<file path="src/rtl/pcie_rx_mem_req_decoder_if.sv">
// 64-bit PCIe RX AXI-Stream from the core plus the decoded single-DW memory request bus.
interface pcie_rx_mem_req_decoder_if;
    logic [63:0] s_axis_rx_tdata;
    logic [7:0]  s_axis_rx_tkeep;
    logic        s_axis_rx_tlast;
    logic        s_axis_rx_tvalid;
    logic        s_axis_rx_tready;
    logic [21:0] s_axis_rx_tuser;

    logic        mem_req_valid;
    logic        mem_req_ready;
    logic [2:0]  mem_req_bar_hit;
    logic [31:0] mem_req_pcie_address;
    logic [3:0]  mem_req_byte_enable;
    logic        mem_req_write_readn;
    logic        mem_req_phys_func;
    logic [31:0] mem_req_write_data;
    logic [15:0] mem_req_requester_id;
    logic [7:0]  mem_req_tag;
    logic [2:0]  mem_req_tc;
    logic [1:0]  mem_req_attr;
    logic [15:0] unsupported_count;

    // master is the decoder: it sinks the RX stream and sources requests
    modport master (
        input  s_axis_rx_tdata, s_axis_rx_tkeep, s_axis_rx_tlast,
        input  s_axis_rx_tvalid, s_axis_rx_tuser,
        output s_axis_rx_tready,
        output mem_req_valid,
        input  mem_req_ready,
        output mem_req_bar_hit, mem_req_pcie_address, mem_req_byte_enable,
        output mem_req_write_readn, mem_req_phys_func, mem_req_write_data,
        output mem_req_requester_id, mem_req_tag, mem_req_tc, mem_req_attr,
        output unsupported_count
    );

    modport slave (
        output s_axis_rx_tdata, s_axis_rx_tkeep, s_axis_rx_tlast,
        output s_axis_rx_tvalid, s_axis_rx_tuser,
        input  s_axis_rx_tready,
        input  mem_req_valid,
        output mem_req_ready,
        input  mem_req_bar_hit, mem_req_pcie_address, mem_req_byte_enable,
        input  mem_req_write_readn, mem_req_phys_func, mem_req_write_data,
        input  mem_req_requester_id, mem_req_tag, mem_req_tc, mem_req_attr,
        input  unsupported_count
    );
endinterface

</file>
<file path="src/rtl/pcie_rx_mem_req_decoder.sv">
// Parses 1-DW MRd/MWr completer TLPs from the 64-bit PCIe RX stream and holds one
// decoded request on the mem_req bus; every other TLP is drained and counted.
module pcie_rx_mem_req_decoder #(
    parameter int TCQ          = 1,
    parameter int C_DATA_WIDTH = 64
) (
    input logic                       m_axi_aclk,
    input logic                       m_axi_aresetn,
    pcie_rx_mem_req_decoder_if.master bus
);

    if (C_DATA_WIDTH != 64 || TCQ < 0) begin : g_param_check
        $error("pcie_rx_mem_req_decoder: only C_DATA_WIDTH = 64 is supported");
    end

    typedef enum logic [4:0] {
        IDLE  = 5'b00001,
        HDR2  = 5'b00010,
        HDR3  = 5'b00100,
        REQ   = 5'b01000,
        DRAIN = 5'b10000
    } state_t;

    state_t      state, state_nxt;

    logic        rx_tready;
    logic        rx_acc;
    logic        cnt_inc;
    logic [15:0] unsup_cnt;
    logic [31:0] dw_lo, dw_hi;
    logic [2:0]  bar_enc;
    logic        bar_any;

    // beat0 header fields kept for the supported-TLP decision on the next beat
    logic [1:0]  hdr_fmt;
    logic [4:0]  hdr_type;
    logic        hdr_poison;
    logic [9:0]  hdr_len;
    logic        hdr_bar_any;
    logic        hdr_ok;

    logic [2:0]  req_bar;
    logic [31:0] req_addr;
    logic [3:0]  req_be;
    logic [31:0] req_wdata;
    logic [15:0] req_rid;
    logic [7:0]  req_tag;
    logic [2:0]  req_tc;
    logic [1:0]  req_attr;

    assign dw_lo  = bus.s_axis_rx_tdata[31:0];
    assign dw_hi  = bus.s_axis_rx_tdata[63:32];
    assign rx_acc = bus.s_axis_rx_tvalid & rx_tready;

    // Lowest BAR index wins; ROM only when no BAR bit is set.
    always_comb begin
        bar_enc = 3'd6;
        for (int i = 5; i >= 0; i--) begin
            if (bus.s_axis_rx_tuser[2+i]) bar_enc = 3'(i);
        end
    end

    assign bar_any = |bus.s_axis_rx_tuser[8:2];

    assign hdr_ok = (hdr_type == 5'd0) && (hdr_len == 10'd1) && hdr_bar_any &&
                    !(hdr_fmt[1] && hdr_poison);

    always_comb begin
        state_nxt = state;
        cnt_inc   = 1'b0;
        case (state)
            IDLE: begin
                if (rx_acc) begin
                    if (bus.s_axis_rx_tlast) cnt_inc   = 1'b1;
                    else                     state_nxt = HDR2;
                end
            end
            HDR2: begin
                if (rx_acc) begin
                    if (!hdr_ok) begin
                        cnt_inc   = 1'b1;
                        state_nxt = bus.s_axis_rx_tlast ? IDLE : DRAIN;
                    end else if (hdr_fmt != 2'b11) begin
                        state_nxt = REQ;
                    end else if (bus.s_axis_rx_tlast) begin
                        // MWr64 missing its payload beat
                        cnt_inc   = 1'b1;
                        state_nxt = IDLE;
                    end else begin
                        state_nxt = HDR3;
                    end
                end
            end
            HDR3: begin
                if (rx_acc) state_nxt = REQ;
            end
            REQ: begin
                if (bus.mem_req_ready) state_nxt = IDLE;
            end
            DRAIN: begin
                if (rx_acc && bus.s_axis_rx_tlast) state_nxt = IDLE;
            end
            default: state_nxt = IDLE;
        endcase
    end

    always_ff @(posedge m_axi_aclk or negedge m_axi_aresetn) begin
        if (!m_axi_aresetn) begin
            state     <= IDLE;
            rx_tready <= 1'b0;
            unsup_cnt <= 16'd0;
        end else begin
            state     <= state_nxt;
            rx_tready <= (state_nxt != REQ);
            if (cnt_inc && unsup_cnt != 16'hFFFF) unsup_cnt <= unsup_cnt + 16'd1;
        end
    end

    always_ff @(posedge m_axi_aclk or negedge m_axi_aresetn) begin
        if (!m_axi_aresetn) begin
            hdr_fmt     <= 2'd0;
            hdr_type    <= 5'd0;
            hdr_poison  <= 1'b0;
            hdr_len     <= 10'd0;
            hdr_bar_any <= 1'b0;
            req_bar     <= 3'd0;
            req_addr    <= 32'd0;
            req_be      <= 4'd0;
            req_wdata   <= 32'd0;
            req_rid     <= 16'd0;
            req_tag     <= 8'd0;
            req_tc      <= 3'd0;
            req_attr    <= 2'd0;
        end else if (rx_acc) begin
            case (state)
                IDLE: begin
                    hdr_fmt     <= dw_lo[30:29];
                    hdr_type    <= dw_lo[28:24];
                    hdr_poison  <= dw_lo[14];
                    hdr_len     <= dw_lo[9:0];
                    hdr_bar_any <= bar_any;
                    req_tc      <= dw_lo[22:20];
                    req_attr    <= dw_lo[13:12];
                    req_be      <= dw_hi[3:0];
                    req_tag     <= dw_hi[15:8];
                    req_rid     <= dw_hi[31:16];
                    req_bar     <= bar_enc;
                end
                HDR2: begin
                    req_addr  <= hdr_fmt[0] ? {dw_hi[31:2], 2'b00} : {dw_lo[31:2], 2'b00};
                    req_wdata <= (hdr_fmt == 2'b10) ? dw_hi : 32'd0;
                end
                HDR3:    req_wdata <= dw_lo;
                default: ;
            endcase
        end
    end

    assign bus.s_axis_rx_tready     = rx_tready;
    assign bus.mem_req_valid        = (state == REQ);
    assign bus.mem_req_bar_hit      = req_bar;
    assign bus.mem_req_pcie_address = req_addr;
    assign bus.mem_req_byte_enable  = req_be;
    assign bus.mem_req_write_readn  = hdr_fmt[1];
    assign bus.mem_req_phys_func    = 1'b0;
    assign bus.mem_req_write_data   = req_wdata;
    assign bus.mem_req_requester_id = req_rid;
    assign bus.mem_req_tag          = req_tag;
    assign bus.mem_req_tc           = req_tc;
    assign bus.mem_req_attr         = req_attr;
    assign bus.unsupported_count    = unsup_cnt;

    logic unused_ok;
    assign unused_ok = ^{bus.s_axis_rx_tkeep, bus.s_axis_rx_tuser[21:9], bus.s_axis_rx_tuser[1:0]};

endmodule

</file>
<file path="src/flat_wrapper.sv">
// flat-port wrapper written by rule: the top's interface ports become plain ports
module pcie_rx_mem_req_decoder_flat 
#(
    parameter int TCQ          = 1,
    parameter int C_DATA_WIDTH = 64
)
  (m_axi_aclk, m_axi_aresetn, bus_s_axis_rx_tdata, bus_s_axis_rx_tkeep, bus_s_axis_rx_tlast, bus_s_axis_rx_tvalid, bus_s_axis_rx_tuser, bus_s_axis_rx_tready, bus_mem_req_valid, bus_mem_req_ready, bus_mem_req_bar_hit, bus_mem_req_pcie_address, bus_mem_req_byte_enable, bus_mem_req_write_readn, bus_mem_req_phys_func, bus_mem_req_write_data, bus_mem_req_requester_id, bus_mem_req_tag, bus_mem_req_tc, bus_mem_req_attr, bus_unsupported_count);
  pcie_rx_mem_req_decoder_if bus_i ();
  input logic m_axi_aclk;
  input logic m_axi_aresetn;
  input wire logic [$bits(bus_i.s_axis_rx_tdata)-1:0] bus_s_axis_rx_tdata;
  input wire logic [$bits(bus_i.s_axis_rx_tkeep)-1:0] bus_s_axis_rx_tkeep;
  input wire logic [$bits(bus_i.s_axis_rx_tlast)-1:0] bus_s_axis_rx_tlast;
  input wire logic [$bits(bus_i.s_axis_rx_tvalid)-1:0] bus_s_axis_rx_tvalid;
  input wire logic [$bits(bus_i.s_axis_rx_tuser)-1:0] bus_s_axis_rx_tuser;
  output wire logic [$bits(bus_i.s_axis_rx_tready)-1:0] bus_s_axis_rx_tready;
  output wire logic [$bits(bus_i.mem_req_valid)-1:0] bus_mem_req_valid;
  input wire logic [$bits(bus_i.mem_req_ready)-1:0] bus_mem_req_ready;
  output wire logic [$bits(bus_i.mem_req_bar_hit)-1:0] bus_mem_req_bar_hit;
  output wire logic [$bits(bus_i.mem_req_pcie_address)-1:0] bus_mem_req_pcie_address;
  output wire logic [$bits(bus_i.mem_req_byte_enable)-1:0] bus_mem_req_byte_enable;
  output wire logic [$bits(bus_i.mem_req_write_readn)-1:0] bus_mem_req_write_readn;
  output wire logic [$bits(bus_i.mem_req_phys_func)-1:0] bus_mem_req_phys_func;
  output wire logic [$bits(bus_i.mem_req_write_data)-1:0] bus_mem_req_write_data;
  output wire logic [$bits(bus_i.mem_req_requester_id)-1:0] bus_mem_req_requester_id;
  output wire logic [$bits(bus_i.mem_req_tag)-1:0] bus_mem_req_tag;
  output wire logic [$bits(bus_i.mem_req_tc)-1:0] bus_mem_req_tc;
  output wire logic [$bits(bus_i.mem_req_attr)-1:0] bus_mem_req_attr;
  output wire logic [$bits(bus_i.unsupported_count)-1:0] bus_unsupported_count;
  assign bus_i.s_axis_rx_tdata = bus_s_axis_rx_tdata;
  assign bus_i.s_axis_rx_tkeep = bus_s_axis_rx_tkeep;
  assign bus_i.s_axis_rx_tlast = bus_s_axis_rx_tlast;
  assign bus_i.s_axis_rx_tvalid = bus_s_axis_rx_tvalid;
  assign bus_i.s_axis_rx_tuser = bus_s_axis_rx_tuser;
  assign bus_s_axis_rx_tready = bus_i.s_axis_rx_tready;
  assign bus_mem_req_valid = bus_i.mem_req_valid;
  assign bus_i.mem_req_ready = bus_mem_req_ready;
  assign bus_mem_req_bar_hit = bus_i.mem_req_bar_hit;
  assign bus_mem_req_pcie_address = bus_i.mem_req_pcie_address;
  assign bus_mem_req_byte_enable = bus_i.mem_req_byte_enable;
  assign bus_mem_req_write_readn = bus_i.mem_req_write_readn;
  assign bus_mem_req_phys_func = bus_i.mem_req_phys_func;
  assign bus_mem_req_write_data = bus_i.mem_req_write_data;
  assign bus_mem_req_requester_id = bus_i.mem_req_requester_id;
  assign bus_mem_req_tag = bus_i.mem_req_tag;
  assign bus_mem_req_tc = bus_i.mem_req_tc;
  assign bus_mem_req_attr = bus_i.mem_req_attr;
  assign bus_unsupported_count = bus_i.unsupported_count;
  pcie_rx_mem_req_decoder #(.TCQ(TCQ), .C_DATA_WIDTH(C_DATA_WIDTH)) u_core (.m_axi_aclk(m_axi_aclk), .m_axi_aresetn(m_axi_aresetn), .bus(bus_i));
endmodule
</file>
<file path="config.mk">
export PLATFORM = sky130hd
export DESIGN_NAME = pcie_rx_mem_req_decoder_flat
export DESIGN_NICKNAME = d
export VERILOG_FILES = /design/src/rtl/pcie_rx_mem_req_decoder_if.sv /design/src/rtl/pcie_rx_mem_req_decoder.sv /design/src/flat_wrapper.sv
export SDC_FILE = /design/constraint.sdc
export NUM_CORES = 1
export LEC_CHECK = 0
export ABC_AREA = 0
export BUFFER_PORTS_ARGS = -buffer_cell sky130_fd_sc_hd__buf_2
export CAP_MARGIN = 15
export CORE_UTILIZATION = 50
export CTS_CLUSTER_DIAMETER = 60
export DETAILED_ROUTE_END_ITERATION = 6
export GPL_TIMING_DRIVEN = 0
export PLACE_DENSITY = 0.8
export SLEW_MARGIN = 20
export SYNTH_ARGS = -nofsm -noshare
export SYNTH_HDL_FRONTEND = slang
export SYNTH_SLANG_ARGS = --single-unit
</file>
<file path="constraint.sdc">
create_clock -name m_axi_aclk -period 2.7 [get_ports m_axi_aclk]
set_input_delay 0.27 -clock m_axi_aclk [delete_from_list [all_inputs] [get_ports m_axi_aclk]]
set_output_delay 0.27 -clock m_axi_aclk [all_outputs]
set_load 0.01 [all_outputs]
</file>
==> run metrics, run 1 <==
run status finished, final reports clean; family with the most delay on the worst path simple AND/OR/NAND/NOR gates; hold crit path type input port to register; sort of element at the end of the critical path register; last weighted congestion value of the routability-driven placer 0.806; post-route worst hold slack 57.7 ps; Post-DP Area 7340 µm²; slew at the pin closest to its max-slew limit 839 ps; total stage count of the critical path 6; DRT met1 WL 7080 µm; Clock Skew 6.31 ps; number of pins with negative max-slew slack in the final report 0; half-perimeter wire length after detailed placement 12200 µm; largest area contributor in the synthesized netlist sky130_fd_sc_hd__dfrtp_1; number of antenna diodes 0; vias after detailed routing 5310; amount of wire on met2 after detailed routing 8220 µm; switching power of the nets 0.00312 W; first-pass GRT wire length 27300 µm; compound-cell area share of the yosys netlist 8.26%; maximum number of buffers from clock root to sink 2; minimum clock period 2510 ps; post-CTS repair timing setup buffer count 0; CTS buffer count 17; share of synthesized area spent on multiplexers 14.4%; core area 12000 µm²; layout overhead on the synthesized area 29.7%; count of input and output buffers 192; Cell Chain, Critical Path buf_2 -> or3_4 -> nor3b_1 -> clkbuf_1 -> nand2_1 -> a31oi_1; setup tns final 0 ps; vias per cell 5.63; number of buffer and inverter instances along the worst setup path 2; Final #Nets 884; sequential share of power 38.2%; max-slew headroom at the worst pin 44.1%; maximum clock frequency 398 MHz; antenna violations before repair 1; part of the power in the clock network 26.8%; Mapped Area 6150 µm²; count of antenna-violating nets left after detailed routing 0; Die Outline Area 12800 µm²; fraction of registers with async set/reset 100%; post-synthesis share of cell area spent on xor and xnor gates 2.28%; # IOs 219; Internal Power 0.00613 W; clock input transition at the sequential cells of the worst setup and hold paths 60 ps; leading post-synthesis cells by cell area sky130_fd_sc_hd__dfrtp_1 (56%), sky130_fd_sc_hd__mux2_2 (9.5%), sky130_fd_sc_hd__mux2i_1 (4.9%); power density of the placed cells 1160 nW/µm²; worst setup slack after layout 188 ps; simple-gate area share of the yosys netlist 14.8%; post-synthesis adder-cell area fraction 0.203%; post-route DRC violation count 0; startpoint class of the critical path register; Mapped Avg Cell Area 10.8 µm²; share of the synthesized area in the top cell type 56.1%; met3 layer wire length in the routed design 1210 µm; maximum VDD drop 766 µV; die height 113 µm; highest fanout seen on the critical path 10; number of cells on the worst hold path 2; slowest stage cell, crit path sky130_fd_sc_hd__nor3b_1; data arrival at the endpoint of the critical path 2850 ps; critical path start-end classification register to register; number of DRC markers after the initial detailed-route iteration 294; post-route cell area 7980 µm²; most common cell after layout, fill and taps aside sky130_fd_sc_hd__buf_2; combinational group share of total power 35.0%; buffer type at the clock tree root sky130_fd_sc_hd__clkbuf_16; fraction of final layout cells with drive strength greater than 1 36.4%; CTS H-tree lvls 4; cell leakage power 3.82 nW; standard-cell rows 40; wire length per cell after detailed routing 17.9 µm; starting density of the core 51.2%; largest stage delay on the critical path 680 ps; horizontal die dimension 113 µm; reported max-cap violation count 0; number of enable-type register cells in the synthesized netlist 0; post-placement worst setup slack 170 ps; largest net degree at the start of global routing 89; Worst EP required 3040 ps; clock tree from TritonCTS built; vias in the first global route 5322; total number of clock tree sinks 139; final setup violation count 0; share of the clock period used by the worst path after layout 93.1%; combinational family with the most area after synthesis simple AND/OR/NAND/NOR gates; number of non-filler instances in the completed layout 944; post-synthesis cell type count 43; unrepaired setup endpoints after global routing false; sum of routed wire length over all layers 16900 µm; global route overflow 0; number of fill cells in the layout 959; most instantiated flip-flop cell in the synthesis netlist sky130_fd_sc_hd__dfrtp_1; top layer used by detailed routing met4; proportion of total power due to net switching 33.7%; flop and latch count out of synthesis 139; final hold violations 0; post-placement cell count 911; Total GRT Usage 28.0%; number of cells traversed by the worst register-to-register path 6; clk_lat worst skew 420 ps; number of instances in the synthesized netlist 569; detailed-router iteration count before antenna repair 4; Synthesis Warnings 0; sequential cell area fraction in the yosys report 56.5%; top library cells by usage in the layout, fill and taps aside sky130_fd_sc_hd__buf_2 (197), sky130_fd_sc_hd__dfrtp_1 (138), sky130_fd_sc_hd__nand2_1 (80), sky130_fd_sc_hd__mux2_2 (52), sky130_fd_sc_hd__nor2_1 (44)
power by group through the flow:
stage	Clock (W)	Sequential, W	Combinational (W)
global placement	0	0.00348	0.00316
CTS	0.00250	0.00353	0.00328
finish	0.00248	0.00353	0.00324
floorplan	0	0.00386	0.00154
global route	0.00259	0.00364	0.00354
detailed placement	0	0.00354	0.00327
metrics by stage:
| stage | utilization [%] | power, W |
|---|---|---|
| global route | 66.5 | 0.00978 |
| floorplan | - | 0.00539 |
| detailed placement | 61.1 | 0.00681 |
| CTS | 66.5 | 0.00930 |
| global placement | 60.8 | 0.00664 |
| finish | 66.5 | 0.00926 |
synth_stat cells (2+ instances only):
cell / instances
sky130_fd_sc_hd__buf_4: 3
sky130_fd_sc_hd__xnor2_1: 14
sky130_fd_sc_hd__nand3_1: 39
sky130_fd_sc_hd__nor2b_1: 4
sky130_fd_sc_hd__nor4b_1: 2
sky130_fd_sc_hd__buf_6: 3
sky130_fd_sc_hd__o21bai_1: 2
sky130_fd_sc_hd__and2_1: 2
sky130_fd_sc_hd__inv_1: 4
sky130_fd_sc_hd__o21ai_0: 35
sky130_fd_sc_hd__xor2_1: 2
sky130_fd_sc_hd__o31ai_1: 2
sky130_fd_sc_hd__a31oi_1: 32
sky130_fd_sc_hd__nor2_1: 44
sky130_fd_sc_hd__mux2_2: 52
sky130_fd_sc_hd__nand4_1: 12
sky130_fd_sc_hd__nand2_1: 80
sky130_fd_sc_hd__dfrtp_1: 138
sky130_fd_sc_hd__mux2i_1: 30
sky130_fd_sc_hd__buf_2: 6
sky130_fd_sc_hd__nor3b_1: 2
sky130_fd_sc_hd__clkbuf_1: 29
sky130_fd_sc_hd__and3_1: 2
sky130_fd_sc_hd__o22ai_1: 2
sky130_fd_sc_hd__nor4_1: 4
sky130_fd_sc_hd__nor3_1: 4
sky130_fd_sc_hd__a21oi_1: 4
cells by family after synthesis:
kind of cell | Yosys count
multiplexers | 82
AO/OA/AOI/OAI | 84
other | 1
XOR/XNOR | 16
buffers and inverters | 45
adder cells (fa/ha/maj) | 1
AND/OR/NAND/NOR | 201
flip-flops | 139
area by class of cell:
cell class                      count  area (µm²)  share of cell area, %
Sequential cell                   139        3480                   43.6
Multi-Input combinational cell    387        2470                   31.0
Timing Repair Buffer              194        1010                   12.6
Clock buffer                       25         495                   6.21
Buffer                             41         195                   2.44
Tap cell                          147         184                   2.30
Clock inverter                      7         135                   1.69
Inverter                            4        15.0                  0.188
routing by layer:
layer / global-route usage, % / up-vias
li1: - / 2425
met1: 35.9 / 2625
met2: 44.7 / 228
met3: 7.66 / 32
met4: 12.4 / 0
met5: 0 / -
repair_timing:
action,4_1_cts,5_1_grt
resized for setup,0,0
hold buffers,1,0
endpoints found under the hold margin,51,0
registers in the layout, indices dropped and copies added, names as in the netlist, 3 cells and up:
| signal | count |
|---|---|
| u_core.bus.mem_req_tag | 8 |
| u_core.bus.mem_req_pcie_address | 30 |
| u_core.hdr_type | 5 |
| u_core.bus.mem_req_byte_enable | 4 |
| u_core.bus.mem_req_requester_id | 16 |
| u_core.bus.mem_req_write_data | 32 |
| u_core.bus.mem_req_bar_hit | 3 |
| u_core.bus.unsupported_count | 16 |
| u_core.bus.mem_req_tc | 3 |
| u_core.hdr_len | 10 |
| u_core.state | 5 |
path summary, 6_finish.rpt:
check                                               from  slack (ps)                                 to
min                               bus_s_axis_rx_tuser[2]          60      u_core.bus.mem_req_bar_hit[1]
max in group asynchronous                  m_axi_aresetn        1580  u_core.bus.mem_req_write_data[15]
min reg2reg                u_core.bus.mem_req_bar_hit[2]         480      u_core.bus.mem_req_bar_hit[2]
min in group asynchronous                  m_axi_aresetn         360    u_core.bus.unsupported_count[1]
max                                      u_core.state[0]         190  u_core.bus.mem_req_write_data[19]
max reg2reg                              u_core.state[0]         190  u_core.bus.mem_req_write_data[19]
(Power assumes the default switching activity.)
==> inputs of run 2 (changes only) <==
Settings changed: SETUP_SLACK_MARGIN set to 0.5.
==> run metrics, run 2 (synthesis gave the netlist of run 1 again) <==
Total GRT Usage 28.2%; met1 usage 36.0%; die height 113 µm; standard-cell rows 40; power density of the placed cells 1140 nW/µm²; max-slew headroom at the worst pin 45.8%; buffer type at the clock tree root sky130_fd_sc_hd__clkbuf_16; data arrival at the endpoint of the critical path 2560 ps; post-placement worst setup slack 170 ps; number of fill cells in the layout 912; core area 12000 µm²; cell leakage power 3.96 nW; run status finished, final reports clean; share of the clock period used by the worst path after layout 82.4%; first-pass GRT wire length 27500 µm; CTS buffer count 17; highest fanout seen on the critical path 8; post-route worst hold slack 58.7 ps; sort of element at the end of the critical path register; antenna violations before repair 1; clock tree from TritonCTS built; largest stage delay on the critical path 390 ps; number of flip-flops in the largest register 32; unrepaired setup endpoints after global routing true; Clock Skew 8.40 ps; maximum clock frequency 450 MHz; # IOs 219; number of buffer and inverter instances along the worst setup path 4; top library cells by usage in the layout, fill and taps aside sky130_fd_sc_hd__buf_2 (191), sky130_fd_sc_hd__dfrtp_1 (136), sky130_fd_sc_hd__nand2_1 (80), sky130_fd_sc_hd__mux2_2 (52), sky130_fd_sc_hd__nand3_1 (39); CTS H-tree lvls 4; global route overflow 0; minimum clock period 2220 ps; Worst EP required 3040 ps; Final #Nets 898; hold crit path type input port to register; post-route DRC violation count 0; cell repeated most along the worst path sky130_fd_sc_hd__buf_6; Cell Chain, Critical Path buf_6 -> or3_4 -> or3b_1 -> buf_6 -> a21oi_4 -> buf_12 -> clkbuf_16 -> nor2_2 -> a31oi_1; layout overhead on the synthesized area 35.5%; vias in the first global route 5365; final setup violation count 0; clk_lat worst skew 420 ps; maximum VDD drop 727 µV; met3 Usage GRT 7.66%; half-perimeter wire length after detailed placement 12200 µm; horizontal die dimension 113 µm; number of DRC markers after the initial detailed-route iteration 335; count of input and output buffers 192; detailed-router iteration count before antenna repair 4; most common cell after layout, fill and taps aside sky130_fd_sc_hd__buf_2; count of antenna-violating nets left after detailed routing 0; starting density of the core 51.2%; fraction of final layout cells with drive strength greater than 1 42.4%; Die Outline Area 12800 µm²; met2 Use GR 45.3%; startpoint class of the critical path register; reported max-cap violation count 0; worst reg2reg setup slack 480 ps; clock input transition at the sequential cells of the worst setup and hold paths 60 ps; worst setup slack after layout 476 ps; slowest stage cell, crit path sky130_fd_sc_hd__or3b_1; final hold violations 0; maximum number of buffers from clock root to sink 2; vias per cell 5.69; slew at the pin closest to its max-slew limit 813 ps; wire length per cell after detailed routing 18.7 µm; largest net degree at the start of global routing 89; number of pins with negative max-slew slack in the final report 0; vias after detailed routing 5454; last weighted congestion value of the routability-driven placer 0.806; most utilized layer in the global route result met2; critical path start-end classification register to register; family with the most delay on the worst path simple AND/OR/NAND/NOR gates; total number of clock tree sinks 139; sum of routed wire length over all layers 17900 µm
run 2: changes by cell type in the layout (fill, tap and decap cells not counted), sizes merged:
| cell | delta |
|---|---|
| diode | +1 |
| clkbuf | +5 |
| buf | +9 |
run 2: area by class of cell:
cell class / count / area [µm²] / share of cell area [%]
Inverter: 4 / 15.0 / 0.180
Tap cell: 147 / 184 / 2.21
Timing Repair Buffer: 208 / 1200 / 14.3
Sequential cell: 139 / 3480 / 41.7
Multi-Input combinational cell: 387 / 2580 / 30.9
Clock inverter: 7 / 135 / 1.62
Clock buffer: 25 / 495 / 5.94
Antenna cell: 1 / 2.50 / 0.0300
Buffer: 41 / 251 / 3.02
run 2: where the power goes:
group	internal, W	total [W]	switching (W)
combinational	0.00163	0.00345	0.00182
sequential	0.00301	0.00359	0.000579
clock	0.00164	0.00249	0.000849
run 2: metal layers:
layer / vias to the layer above / part of all wire (%)
met3: 34 / 7.7
li1: 2453 / -
met2: 257 / 49
met1: 2708 / 41
met5: - / 0.067
met4: 2 / 2.1
run 2: what timing repair did:
action | 4_1_cts | 5_1_grt
pin swaps | 2 | 4
endpoints found under the setup margin | 41 | 82
buffers inserted | 3 | 7
hold endpoints to repair | 51 | 0
hold buffers | 1 | 0
resized for setup | 9 | 60
gates cloned | 0 | 4
run 2: final timing paths:
kind,cells after the start,endpoint,from
worst max-delay path,9,u_core.bus.mem_req_write_data[20],u_core.state[0]
worst min-delay path,2,u_core.bus.mem_req_bar_hit[1],bus_s_axis_rx_tuser[2]
worst min register to register,2,u_core.bus.mem_req_bar_hit[2],u_core.bus.mem_req_bar_hit[2]
worst max register to register,9,u_core.bus.mem_req_write_data[20],u_core.state[0]
min in group asynchronous,2,u_core.bus.unsupported_count[1],m_axi_aresetn
max in group asynchronous,3,u_core.bus.mem_req_byte_enable[2],m_axi_aresetn
run 2: metrics by stage:
stage | setup TNS (ps) | instances | cell area, µm² | utilization [%] | total power, W
finish | 0 | 959 | 8340 | 69.4 | 0.00953
CTS | 0 | 947 | 8050 | 67.0 | 0.00932
detailed placement | 0 | 911 | 7340 | 61.1 | 0.00681
global route | 0 | 958 | 8340 | 69.4 | 0.0100
global placement | -62080 | 910 | 7310 | 60.8 | 0.00664
floorplan | 0 | 571 | 6160 | - | 0.00539
